--- config.mk ---
export PLATFORM = sky130hd
export DESIGN_NAME = misc_alu_sched
export DESIGN_NICKNAME = d
export VERILOG_FILES = /design/src/rtl/misc_alu_sched.sv
export SDC_FILE = /design/constraint.sdc
export NUM_CORES = 1
export LEC_CHECK = 0
export BUFFER_PORTS_ARGS = -buffer_cell sky130_fd_sc_hd__buf_4
export CORE_MARGIN = 4
export CORE_UTILIZATION = 46
export DETAILED_ROUTE_END_ITERATION = 8
export HOLD_SLACK_MARGIN = 0.15
export PLACE_DENSITY_LB_ADDON = 0.3
export SETUP_SLACK_MARGIN = 0.5
export SYNTH_ARGS = -nofsm -noshare
export SYNTH_HDL_FRONTEND = slang
export SYNTH_SLANG_ARGS = --single-unit
--- constraint.sdc ---
create_clock -name CLK -period 5.3 [get_ports CLK]
set_input_delay 0 -clock CLK [delete_from_list [all_inputs] [get_ports CLK]]
set_output_delay 0 -clock CLK [all_outputs]
set_load 0.02 [all_outputs]
--- src/rtl/misc_alu_sched.sv ---
// misc_alu_sched: round-robin arbiter sharing one add/sub/mul/compare-select ALU among NREQ requesters
// Ports: CLK/RST_N (sync active-low); REQ_VALID/REQ_READY/REQ_OP/REQ_A/REQ_B per-requester request
// channel (slice i of each bus belongs to requester i); RSP_VALID/RSP_READY/RSP_ID/RSP_DATA/RSP_GT
// single response channel. Define MISC_ALU_SCHED_PRIO_EN to give requester 0 absolute priority.
module misc_alu_sched #(
  parameter int NREQ       = 4,
  parameter int AW         = 8,
  parameter int BW         = 4,
  parameter int MUL_CYCLES = 2
) (
  input  logic                     CLK,
  input  logic                     RST_N,
  input  logic [NREQ-1:0]          REQ_VALID,
  output logic [NREQ-1:0]          REQ_READY,
  input  logic [2*NREQ-1:0]        REQ_OP,
  input  logic [AW*NREQ-1:0]       REQ_A,
  input  logic [BW*NREQ-1:0]       REQ_B,
  output logic                     RSP_VALID,
  input  logic                     RSP_READY,
  output logic [$clog2(NREQ)-1:0]  RSP_ID,
  output logic [AW-1:0]            RSP_DATA,
  output logic                     RSP_GT
);
  localparam int IW = $clog2(NREQ);
  localparam int CW = MUL_CYCLES > 1 ? $clog2(MUL_CYCLES) : 1;
  typedef enum logic [1:0] {IDLE, EXEC, RESP} state_t;
  state_t state;
  logic [IW-1:0] ptr, win, idx, nxt_ptr, id;
  logic [IW:0] s;
  logic found;
  logic [1:0] op_w, op;
  logic [AW-1:0] a_w, a, bz, sum, dif, prd, res;
  logic [BW-1:0] b_w, b;
  logic [CW-1:0] cnt;
  logic gt;
  // Search upward from ptr with wrap at NREQ-1, so non-power-of-two NREQ never aliases.
  always_comb begin
    found = 1'b0;
    win = '0;
    s = '0;
    idx = '0;
    for (int k = 0; k < NREQ; k++) begin
      s = {1'b0, ptr} + (IW+1)'(k);
      idx = IW'(s >= (IW+1)'(NREQ) ? s - (IW+1)'(NREQ) : s);
      if (!found && REQ_VALID[idx]) begin
        found = 1'b1;
        win = idx;
      end
    end
`ifdef MISC_ALU_SCHED_PRIO_EN
    if (REQ_VALID[0]) begin
      found = 1'b1;
      win = '0;
    end
`endif
    op_w = '0;
    a_w = '0;
    b_w = '0;
    for (int k = 0; k < NREQ; k++) begin
      if (win == IW'(k)) begin
        op_w = REQ_OP[2*k +: 2];
        a_w = REQ_A[AW*k +: AW];
        b_w = REQ_B[BW*k +: BW];
      end
    end
    REQ_READY = '0;
    REQ_READY[win] = RST_N && state == IDLE && found;
    nxt_ptr = win == IW'(NREQ-1) ? '0 : win + 1'b1;
  end
  always_comb begin
    bz = AW'(b);
    gt = a > bz;
    sum = a + bz;
    dif = a - bz;
    prd = a * bz;
    res = op == 2'd0 ? sum : op == 2'd1 ? dif : op == 2'd2 ? prd : gt ? sum : dif;
  end
  always_ff @(posedge CLK) begin
    if (!RST_N) begin
      state <= IDLE;
      ptr <= '0;
      id <= '0;
      op <= '0;
      a <= '0;
      b <= '0;
      cnt <= '0;
      RSP_VALID <= 1'b0;
      RSP_ID <= '0;
      RSP_DATA <= '0;
      RSP_GT <= 1'b0;
    end else begin
      case (state)
        IDLE: if (found) begin
          id <= win;
          op <= op_w;
          a <= a_w;
          b <= b_w;
          cnt <= op_w == 2'd2 ? CW'(MUL_CYCLES-1) : '0;
`ifdef MISC_ALU_SCHED_PRIO_EN
          ptr <= win == '0 ? ptr : nxt_ptr;
`else
          ptr <= nxt_ptr;
`endif
          state <= EXEC;
        end
        EXEC: if (cnt == '0) begin
          RSP_DATA <= res;
          RSP_GT <= gt;
          RSP_ID <= id;
          RSP_VALID <= 1'b1;
          state <= RESP;
        end else begin
          cnt <= cnt - 1'b1;
        end
        RESP: if (RSP_READY) begin
          RSP_VALID <= 1'b0;
          state <= IDLE;
        end
        default: state <= IDLE;
      endcase
    end
  end
endmodule

==> results of run 1 <==
==> per-layer routing <==
metal / GRT usage, % / vias up / share of wire, %
met1: 27.1 / 1498 / 43
met5: 0 / - / 0
li1: - / 1623 / -
met4: 6.53 / 0 / 2.0
met2: 33.4 / 141 / 47
met3: 4.47 / 18 / 7.8
==> critical path: cells and delay by family, from the launching register on <==
family | cells | cell delay (ns)
and+or+nand+nor | 1 | 0.12
xor gates and xnor gates | 1 | 0.08
AOI/OAI and AO/OA | 5 | 0.78
DFF | 1 | 0.53
adders and majority gates | 3 | 1.46
buffers and inverters | 1 | 0.05
==> cell usage in the layout (no fill, tap or decap), types with 3 or more instances in the layout <==
master	n
dlygate4sd3_1	15
inv_1	26
dfxtp_1	33
ha_1	20
a21boi_1	5
o21ai_1	3
xnor2_1	10
a31oi_1	3
a21boi_0	5
nand3b_1	11
xor2_1	6
o211a_1	14
nor3_1	8
buf_4	79
fa_1	11
and2_1	8
and3_1	5
clkbuf_8	5
o21ai_0	15
mux2i_1	5
nand2_1	61
or3_1	4
nor2b_1	14
a21oi_1	49
nor3b_1	4
o211ai_1	15
nor2_1	17
==> sequential cells by signal (all words and copies together), names as in the netlist <==
register	count
state	2
RSP_VALID	1
ptr	2
op	2
RSP_GT	1
b	4
RSP_ID	2
a	8
id	2
cnt	1
RSP_DATA	8
==> synthesized netlist by cell type, types with 3 or more instances <==
cell type,count
buf_2,4
clkbuf_1,23
and3_1,5
o21ai_0,15
and2_1,8
a21boi_1,5
xnor2_1,10
nor3_1,8
xor2_1,6
nor3b_1,4
nand2_1,61
o211a_1,14
inv_1,26
a21oi_1,49
nor2b_1,14
nand3b_1,11
dfxtp_1,33
a21boi_0,5
nor2_1,17
ha_1,20
or3_1,4
fa_1,11
a31oi_1,3
o21ai_1,3
o211ai_1,15
mux2i_1,5
==> through the flow <==
| stage | hold slack (ns) | total power [W] | utilization, % |
|---|---|---|---|
| after floorplan | 0.185 | 0.000914 | - |
| final | 0.140 | 0.00131 | 59.5 |
| after global placement | 0.295 | 0.00110 | 56.1 |
| after detailed placement | 0.297 | 0.00111 | 56.1 |
| after CTS | 0.156 | 0.00131 | 59.5 |
| after global routing | 0.165 | 0.00141 | 59.5 |
==> worst paths after layout <==
| kind | from | endpoint | slack, ns |
|---|---|---|---|
| setup / recovery | b[1] | RSP_DATA[6] | 2.18 |
| hold / removal | REQ_A[26] | a[2] | 0.14 |
| setup reg to reg | b[1] | RSP_DATA[6] | 2.18 |
| hold reg to reg | RSP_GT | RSP_GT | 0.46 |
==> final cells by class <==
type / instances / area [µm²] / share of cell area [%]
Clock buffer: 6 / 72.6 / 1.80
Multi-Input combinational cell: 332 / 2340 / 57.8
Tap cell: 96 / 120 / 2.97
Clock inverter: 2 / 10.0 / 0.248
Sequential cell: 33 / 661 / 16.3
Inverter: 26 / 97.6 / 2.41
Timing Repair Buffer: 94 / 743 / 18.4
==> logic make-up after synthesis <==
logic type,synth area share [%]
AOI/OAI and AO/OA,28.8
xor gates and xnor gates,5.07
adders and majority gates,14.7
buffers and inverters,6.71
DFF,20.6
muxes,1.91
and+or+nand+nor,22.3
==> power groups by stage <==
stage / clock network (W) / registers (W) / logic [W]
6_report: 0.000187 / 0.000372 / 0.000748
5_1_grt: 0.000200 / 0.000383 / 0.000829
4_1_cts: 0.000190 / 0.000372 / 0.000747
3_5_place_dp: 0 / 0.000377 / 0.000733
3_3_place_gp: 0 / 0.000374 / 0.000723
2_1_floorplan: 0 / 0.000357 / 0.000557
==> results_dict.tcl, run 1 <==
set metrics [dict create \
    run_status "finished, final reports clean" \
    syn-mean-instance-area_um2 7.65 \
    cts-root-buf "clkbuf_8" \
    layout.nets 586 \
    synthToLayoutAreaGrowth_pct 26.0 \
    cts_tree "built" \
    syn_inst 419 \
    ys_ff_latch 33 \
    seq_power_share_pct 28.5 \
    die_y_um 91.5 \
    initial_core_util_pct 47.2 \
    min_period_over_period_pct 58.9 \
    critical_path_class "flip-flop to flip-flop" \
    clock_sinks 33 \
    fp.dieW_um 91.5 \
    drive_above_1_share_pct 19.3 \
    port_buffers 78 \
    grt_use_total_pct 20.6 \
    grt_remaining_overflow 0 \
    cts.clk_slew.worst_paths_ns 0.07 \
    tightest_slew_ns 0.902 \
    holdPathStages 4 \
    postPlaceCellArea_mm2 0.00381 \
    num_io_pins 79 \
    vias 3280 \
    cts_buffers 5 \
    path_common_cell "fa_1" \
    tns_ns 0 \
    p_comb_share_pct 57.2 \
    h-tree-depth 2 \
    yosys-top-cells-area "dfxtp_1, ha_1, a21oi_1, nand2_1, fa_1" \
    yosys_warnings 0 \
    holdCritPathClass "input pin to flip-flop" \
    antenna_cells 0 \
    crit_chain "nand2_1, fa_1, inv_1, fa_1, fa_1, a21o_1, a21oi_1, xnor2_1, o211ai_1, a21oi_1, a31o_1" \
    rsz0062_at_grt "no" \
    syn-num-nets 513 \
    slowest_stage "dfxtp_1" \
    setup_slack_ns 2.18 \
    intPower_w 0.000712 \
    ctsResizeCount 0 \
    timing.fmax_ghz 0.320 \
    crit_fanout 9 \
    p_sw_w 0.000596 \
    synth_cell_types 57 \
    post-route-cell-area_mm2 0.00404 \
    required_ns 5.49 \
    arrival_ns 3.31 \
    p_per_area_mw_per_mm2 324 \
    grt_max_degree 39 \
    gp_congestion 0.856 \
    finalSetupViolCount 0 \
    ir_drop_uv 134 \
    fillers 604 \
    wl_per_cell_um 14.4 \
    p_leak_nw 1.84 \
    pwr-share-clk_pct 14.3 \
    rows 30 \
    clock_path_buffers 2 \
    slew_headroom_pct 39.6 \
    synth_top_cell_area_share_pct 20.6 \
    firstDrtPassIters 5 \
    max_stage_delay_ns 0.53 \
    synth_edf_count 0 \
    yosys.area.top_type "dfxtp_1" \
    async_flop_share_pct 0 \
    grt_first_pass_wirelength_mm 14.4 \
    worst_clock_skew_ns 0.00425 \
    clkLatencyLatePin_ns 0.29 \
    setup.worst_path.end_class "flip-flop" \
    place_ws_ns 2.18 \
    first_iter_violations 132 \
    antenna_left 0 \
    finalCriticalPeriod_ns 3.12 \
    hold_buffers 15 \
    core_mm2 0.00679 \
    antenna_found_initial 0 \
    ys_seq_area_share_pct 20.6 \
    wl_mm 8.48 \
    dieArea_mm2 0.00837 \
    worstSetupStartpointType "flip-flop" \
    finalHoldViolCount 0 \
    grt_pass1_vias 3121 \
    synth_area_mm2 0.00321 \
    fin_cells 589 \
    post_cts_buffers 0 \
    route.detailed.drc 0 \
    viasPerCell 5.57 \
    switching_share_pct 45.6 \
    hpwl_mm 6.41 \
    cap_violations 0 \
    slew_viol_final 0 \
    dp.cells 566 \
    ys.flop_type "dfxtp_1" \
    reg2reg_depth 11 \
]
Note: power is estimated with default switching activity, not from simulation.
==> inputs of run 2 (changes only) <==
==> constraint.sdc (replaced) <==
create_clock -name CLK -period 2.5 [get_ports CLK]
set_input_delay 0 -clock CLK [delete_from_list [all_inputs] [get_ports CLK]]
set_output_delay 0 -clock CLK [all_outputs]
set_load 0.02 [all_outputs]
==> run 2 against run 1 <==
Largest power group unchanged; cell area rose by 23%; largest cell class unchanged; total power increased to 2.7 times the previous value; the run now ends with setup timing left; first-iteration DRC count up 34%; clock-buffer cell count down 1; critical path depth did not move; fmax up 13%.
==> results_dict.tcl, run 2 (synthesized netlist as in run 1, its figures left out) <==
set metrics [dict create \
    rows 30 \
    p_comb_share_pct 67.3 \
    run_status "finished, violations left" \
    vias 3692 \
    reg_top3 "RSP_DATA x8, a x8, b x4" \
    holdCritPathClass "input pin to flip-flop" \
    hold_start "REQ_A[26]" \
    slew_headroom_pct 49.6 \
    first_iter_violations 177 \
    cts.clk_slew.worst_paths_ns 0.07 \
    finish.utilization_pct 73.3 \
    place_ws_ns -0.256 \
    wl_met1_mm 4.56 \
    layout_commonest_cell "buf_4" \
    r2r_start "b[2]" \
    clkLatencyLatePin_ns 0.29 \
    path_common_cell "fa_2" \
    cts_tree "built" \
    antenna_cells 0 \
    ir_drop_uv 369 \
    cts_buffers 5 \
    grt_remaining_overflow 0 \
    finalSetupViolCount 5 \
    hpwl_mm 7.28 \
    die_y_um 91.5 \
    core_mm2 0.00679 \
    switching_share_pct 43.9 \
    wl_per_cell_um 17.3 \
    clock_sinks 33 \
    grt_pass1_vias 3596 \
    dr.max_layer_used "met4" \
    viasPerCell 5.69 \
    route.detailed.drc 0 \
    crit_fanout 6 \
    min_period_over_period_pct 111 \
    required_ns 2.68 \
    worst_clock_skew_ns 0.0101 \
    layout.nets 646 \
    violations "setup timing" \
    slew_viol_final 0 \
    synthToLayoutAreaGrowth_pct 55.4 \
    slowest_stage "fa_1" \
    cap_violations 0 \
    most-common-layout-cells "buf_4, nand2_1, a21oi_1, dfxtp_1, inv_1" \
    finalCriticalPeriod_ns 2.76 \
    p_sw_w 0.00157 \
    pwr-share-clk_pct 11.1 \
    firstDrtPassIters 5 \
    critical_path_class "flip-flop to flip-flop" \
    p_leak_nw 2.21 \
    wl_mm 11.2 \
    timing.fmax_ghz 0.362 \
    arrival_ns 2.94 \
    dr_wl_met3_um 782 \
    setup.worst_path.end_class "flip-flop" \
    worstSetupStartpointType "flip-flop" \
    antenna_found_initial 0 \
    num_io_pins 79 \
    drive_above_1_share_pct 41.4 \
    dieArea_mm2 0.00837 \
    crit_chain "nand2_2, fa_1, inv_1, fa_2, fa_2, a21o_1, a21oi_2, xnor2_1, o211ai_1, a21oi_1, a31o_1" \
    grt_use_total_pct 24.1 \
    max_stage_delay_ns 0.50 \
    p_per_area_mw_per_mm2 717 \
    tightest_slew_ns 0.753 \
    finalHoldViolCount 0 \
    initial_core_util_pct 47.2 \
    antenna_left 0 \
    wl_met2_mm 5.55 \
    grt_max_degree 39 \
    gp_congestion 0.951 \
    fp.dieW_um 91.5 \
    tns_ns -0.892 \
    port_buffers 78 \
    h-tree-depth 2 \
    intPower_w 0.00201 \
    whs_ns 0.173 \
    setup_slack_ns -0.263 \
    rsz0062_at_grt "yes" \
    cts-root-buf "clkbuf_8" \
    crit_start "b[2]" \
    seq_power_share_pct 21.7 \
    grt_first_pass_wirelength_mm 16.7 \
    clock_path_buffers 2 \
]
==> run 2: cell count changes in the layout (fill, tap and decap cells not counted), moves of 5 or more <==
cell,previous run,this run
a21oi_1,49,28
a21oi_2,0,20
buf_4,79,122
buf_6,0,10
dfxtp_1,33,23
dfxtp_2,0,7
ha_1,20,9
ha_4,0,10
inv_1,26,21
nand2_1,61,55
nand2_2,1,6
nor2b_1,14,9
==> run 2: power groups by stage <==
stage | clock (W) | sequential, W | combinational [W]
after floorplan | 0 | 0.000768 | 0.00122
after global placement | 0 | 0.000764 | 0.00187
after detailed placement | 0 | 0.000771 | 0.00190
after CTS | 0.000398 | 0.000764 | 0.00215
after global routing | 0.000421 | 0.000787 | 0.00260
final | 0.000396 | 0.000774 | 0.00240
==> run 2: through the flow <==
| stage | cell area (µm²) | total power (W) | cells |
|---|---|---|---|
| 5_1_grt | 4980 | 0.00381 | 649 |
| 6_report | 4980 | 0.00357 | 649 |
| 2_1_floorplan | 3300 | 0.00199 | 419 |
| 4_1_cts | 4720 | 0.00331 | 640 |
| 3_3_place_gp | 4220 | 0.00263 | 609 |
| 3_5_place_dp | 4220 | 0.00267 | 609 |
==> run 2: final timing paths <==
kind                 endpoint  slack, ns  cells after the start
hold / removal           a[2]       0.17                      4
setup reg to reg  RSP_DATA[6]      -0.26                     11
hold reg to reg        RSP_GT       0.46                      2
setup / recovery  RSP_DATA[6]      -0.26                     11
==> run 2: final cells by class <==
class | instances | area, µm²
multi-input combinational | 332 | 2670
sequential | 33 | 681
inverter | 26 | 103
clock buffer | 5 | 68.8
clock inverter | 3 | 17.5
timing repair buffer | 154 | 1320
tap | 96 | 120
fill | 458 | 1810
==> run 2: critical path: cells and delay by family, from the launching register on <==
kind | cells | cell delay, ns
xor+xnor | 1 | 0.07
fa+ha+maj | 3 | 1.35
compound gates | 5 | 0.70
buf+inv | 1 | 0.06
simple gates | 1 | 0.07
flops | 1 | 0.40
==> run 2: what timing repair did <==
action / CTS / global route
hold buffers: 15 / 0
hold endpoints to repair: 20 / 0
pin swaps: 28 / 35
gates cloned: 0 / 3
gates resized for setup: 52 / 35
endpoints found under the setup margin: 27 / 27
setup buffers: 8 / 6
==> run 2: metal layers <==
metal,global-route usage [%],up-vias
li1,-,1739
met1,29.5,1734
met2,41.4,182
met3,4.97,37
met4,8.54,0
met5,0,-
==> inputs of run 3 (changes only) <==
--- a/config.mk
+++ b/config.mk
@@ -10,7 +10,7 @@
 export CORE_UTILIZATION = 46
 export DETAILED_ROUTE_END_ITERATION = 8
 export HOLD_SLACK_MARGIN = 0.15
-export PLACE_DENSITY_LB_ADDON = 0.3
+export PLACE_DENSITY = 0.84
 export SETUP_SLACK_MARGIN = 0.5
 export SYNTH_ARGS = -nofsm -noshare
 export SYNTH_HDL_FRONTEND = slang
==> run 3 against run 2 <==
Highest routed layer unchanged; hold slack gained 0.0074 ns; fmax shrank 14%; largest cell class unchanged; total power grew 13%; clock power grew 43%; via count grew 15%; register-to-register slack lost 0.46 ns; clock-buffer cell count grew 2; worst setup slack lost 0.46 ns; the flow still finishes with violations (setup timing); critical endpoint is now RSP_DATA[7]; sequential power grew 2%.
==> results_dict.tcl, run 3 (synthesized netlist as in run 1, its figures left out) <==
set metrics [dict create \
    cp_num_buf_inv 3 \
    grt_pass1_vias 4061 \
    crit_fanout 4 \
    fillers 382 \
    cap_violations 0 \
    run_status "finished, violations left" \
    r2r_slack_ns -0.73 \
    dp.cells 609 \
    min_period_over_period_pct 129 \
    hpwl_mm 7.22 \
    port_buffers 78 \
    route.detailed.drc 0 \
    timing.fmax_ghz 0.310 \
    slowest_stage "fa_1" \
    synthToLayoutAreaGrowth_pct 64.9 \
    violations "setup timing" \
    layout_commonest_cell "buf_4" \
    cts-root-buf "clkbuf_8" \
    grt_remaining_overflow 0 \
    initial_core_util_pct 47.2 \
    layout.nets 658 \
    crit_chain "buf_4, and2_1, fa_1, inv_1, fa_1, inv_2, ha_4, nand2_1, o21ai_2, a21oi_1, xnor2_1, nor3_1, a211oi_2" \
    rows 30 \
    die_y_um 91.5 \
    p_per_area_mw_per_mm2 767 \
    viasPerCell 6.41 \
    clkLatencyLatePin_ns 0.31 \
    critical_path_class "flip-flop to flip-flop" \
    max_stage_delay_ns 0.51 \
    cts.clk_slew.worst_paths_ns 0.09 \
    holdCritPathClass "input pin to flip-flop" \
    setup_slack_ns -0.726 \
    clock_path_buffers 2 \
    slew_headroom_pct 55.2 \
    clock_sinks 33 \
    tightest_slew_ns 0.666 \
    whs_ns 0.181 \
    antenna_cells 0 \
    seq_power_share_pct 19.4 \
    fin_cells 661 \
    rsz0062_at_grt "yes" \
    fp.dieW_um 91.5 \
    worstSetupStartpointType "flip-flop" \
    arrival_ns 3.40 \
    finalPower_w 0.00405 \
    cts_tree "built" \
    antenna_left 0 \
    h-tree-depth 2 \
    finalSetupViolCount 7 \
    finalHoldViolCount 0 \
    setup.worst_path.end_class "flip-flop" \
    grt_use_total_pct 30.0 \
    path_common_cell "fa_1" \
    worst_clock_skew_ns 0.0170 \
    wl_per_cell_um 23.5 \
    num_io_pins 79 \
    first_iter_violations 484 \
    finalCriticalPeriod_ns 3.23 \
    p_comb_share_pct 66.6 \
    switching_share_pct 44.5 \
    wl_mm 15.5 \
    slew_viol_final 0 \
    critical-path-top-delay-family "adder cells" \
    grt_max_degree 39 \
    cts_buffers 5 \
    drive_above_1_share_pct 46.7 \
    dieArea_mm2 0.00837 \
    intPower_w 0.00225 \
    vias 4239 \
    core_mm2 0.00679 \
    most-common-layout-cells "buf_4, nand2_1, a21oi_2, dfxtp_1, buf_6" \
    antenna_found_initial 0 \
    p_leak_nw 2.36 \
    firstDrtPassIters 7 \
    grt_first_pass_wirelength_mm 20.1 \
    p_sw_w 0.00180 \
    gp_congestion 0.906 \
    reg_top3 "RSP_DATA x8, a x8, b x4" \
    pwr-share-clk_pct 14.0 \
    required_ns 2.68 \
    ir_drop_uv 374 \
]
[run 3: timing repair]
action | CTS | global route
gates cloned | 3 | 1
hold buffers | 17 | 0
setup endpoints to repair | 27 | 26
pin swaps | 49 | 37
setup buffers | 16 | 7
hold endpoints to repair | 28 | 0
resized for setup | 80 | 56
[run 3: worst paths after layout]
path | from | end | cells past startpoint
max | b[2] | RSP_DATA[7] | 13
max reg2reg | b[2] | RSP_DATA[7] | 13
min reg2reg | RSP_GT | RSP_GT | 2
min | REQ_B[8] | b[0] | 4
[run 3: tightest hold or removal path, delay by kind of cell]
family / cells / cell delay, ns
compound gates: 3 / 0.37
buf+inv: 1 / 0.09
[run 3: metal layers]
layer	vias up	global-route usage [%]	wire length (µm)
li1	1769	-	-
met1	1947	32.8	5330
met2	402	54.2	7290
met3	121	6.46	1660
met4	0	14.8	1220
met5	-	0	0
[run 3: layout make-up]
class	count	area [µm²]	share of cell area (%)
clock buffer	7	86.3	1.63
clock inverter	1	30.0	0.568
inverter	26	103	1.94
multi-input combinational	332	2790	52.7
sequential	33	686	13.0
tap	96	120	2.27
timing repair buffer	166	1480	27.9
[run 3: power by group through the flow]
stage / registers (W) / logic, W / clock network, W
after CTS: 0.000761 / 0.00230 / 0.000547
after global placement: 0.000761 / 0.00182 / 0
after global routing: 0.000800 / 0.00282 / 0.000582
after floorplan: 0.000768 / 0.00122 / 0
after detailed placement: 0.000770 / 0.00188 / 0
final: 0.000788 / 0.00270 / 0.000567
[run 3: through the flow]
stage                     worst slack [ns]  cell area [µm²]  util, %  TNS (ns)
after floorplan                     -0.199             3300        -    -0.450
after global placement              -0.205             4210     61.9    -0.669
after detailed placement            -0.319             4210     61.9     -1.06
after CTS                           -0.374             4990     73.5     -1.19
after global routing                -0.753             5290     77.8     -2.22
final                               -0.726             5290     77.8     -1.91
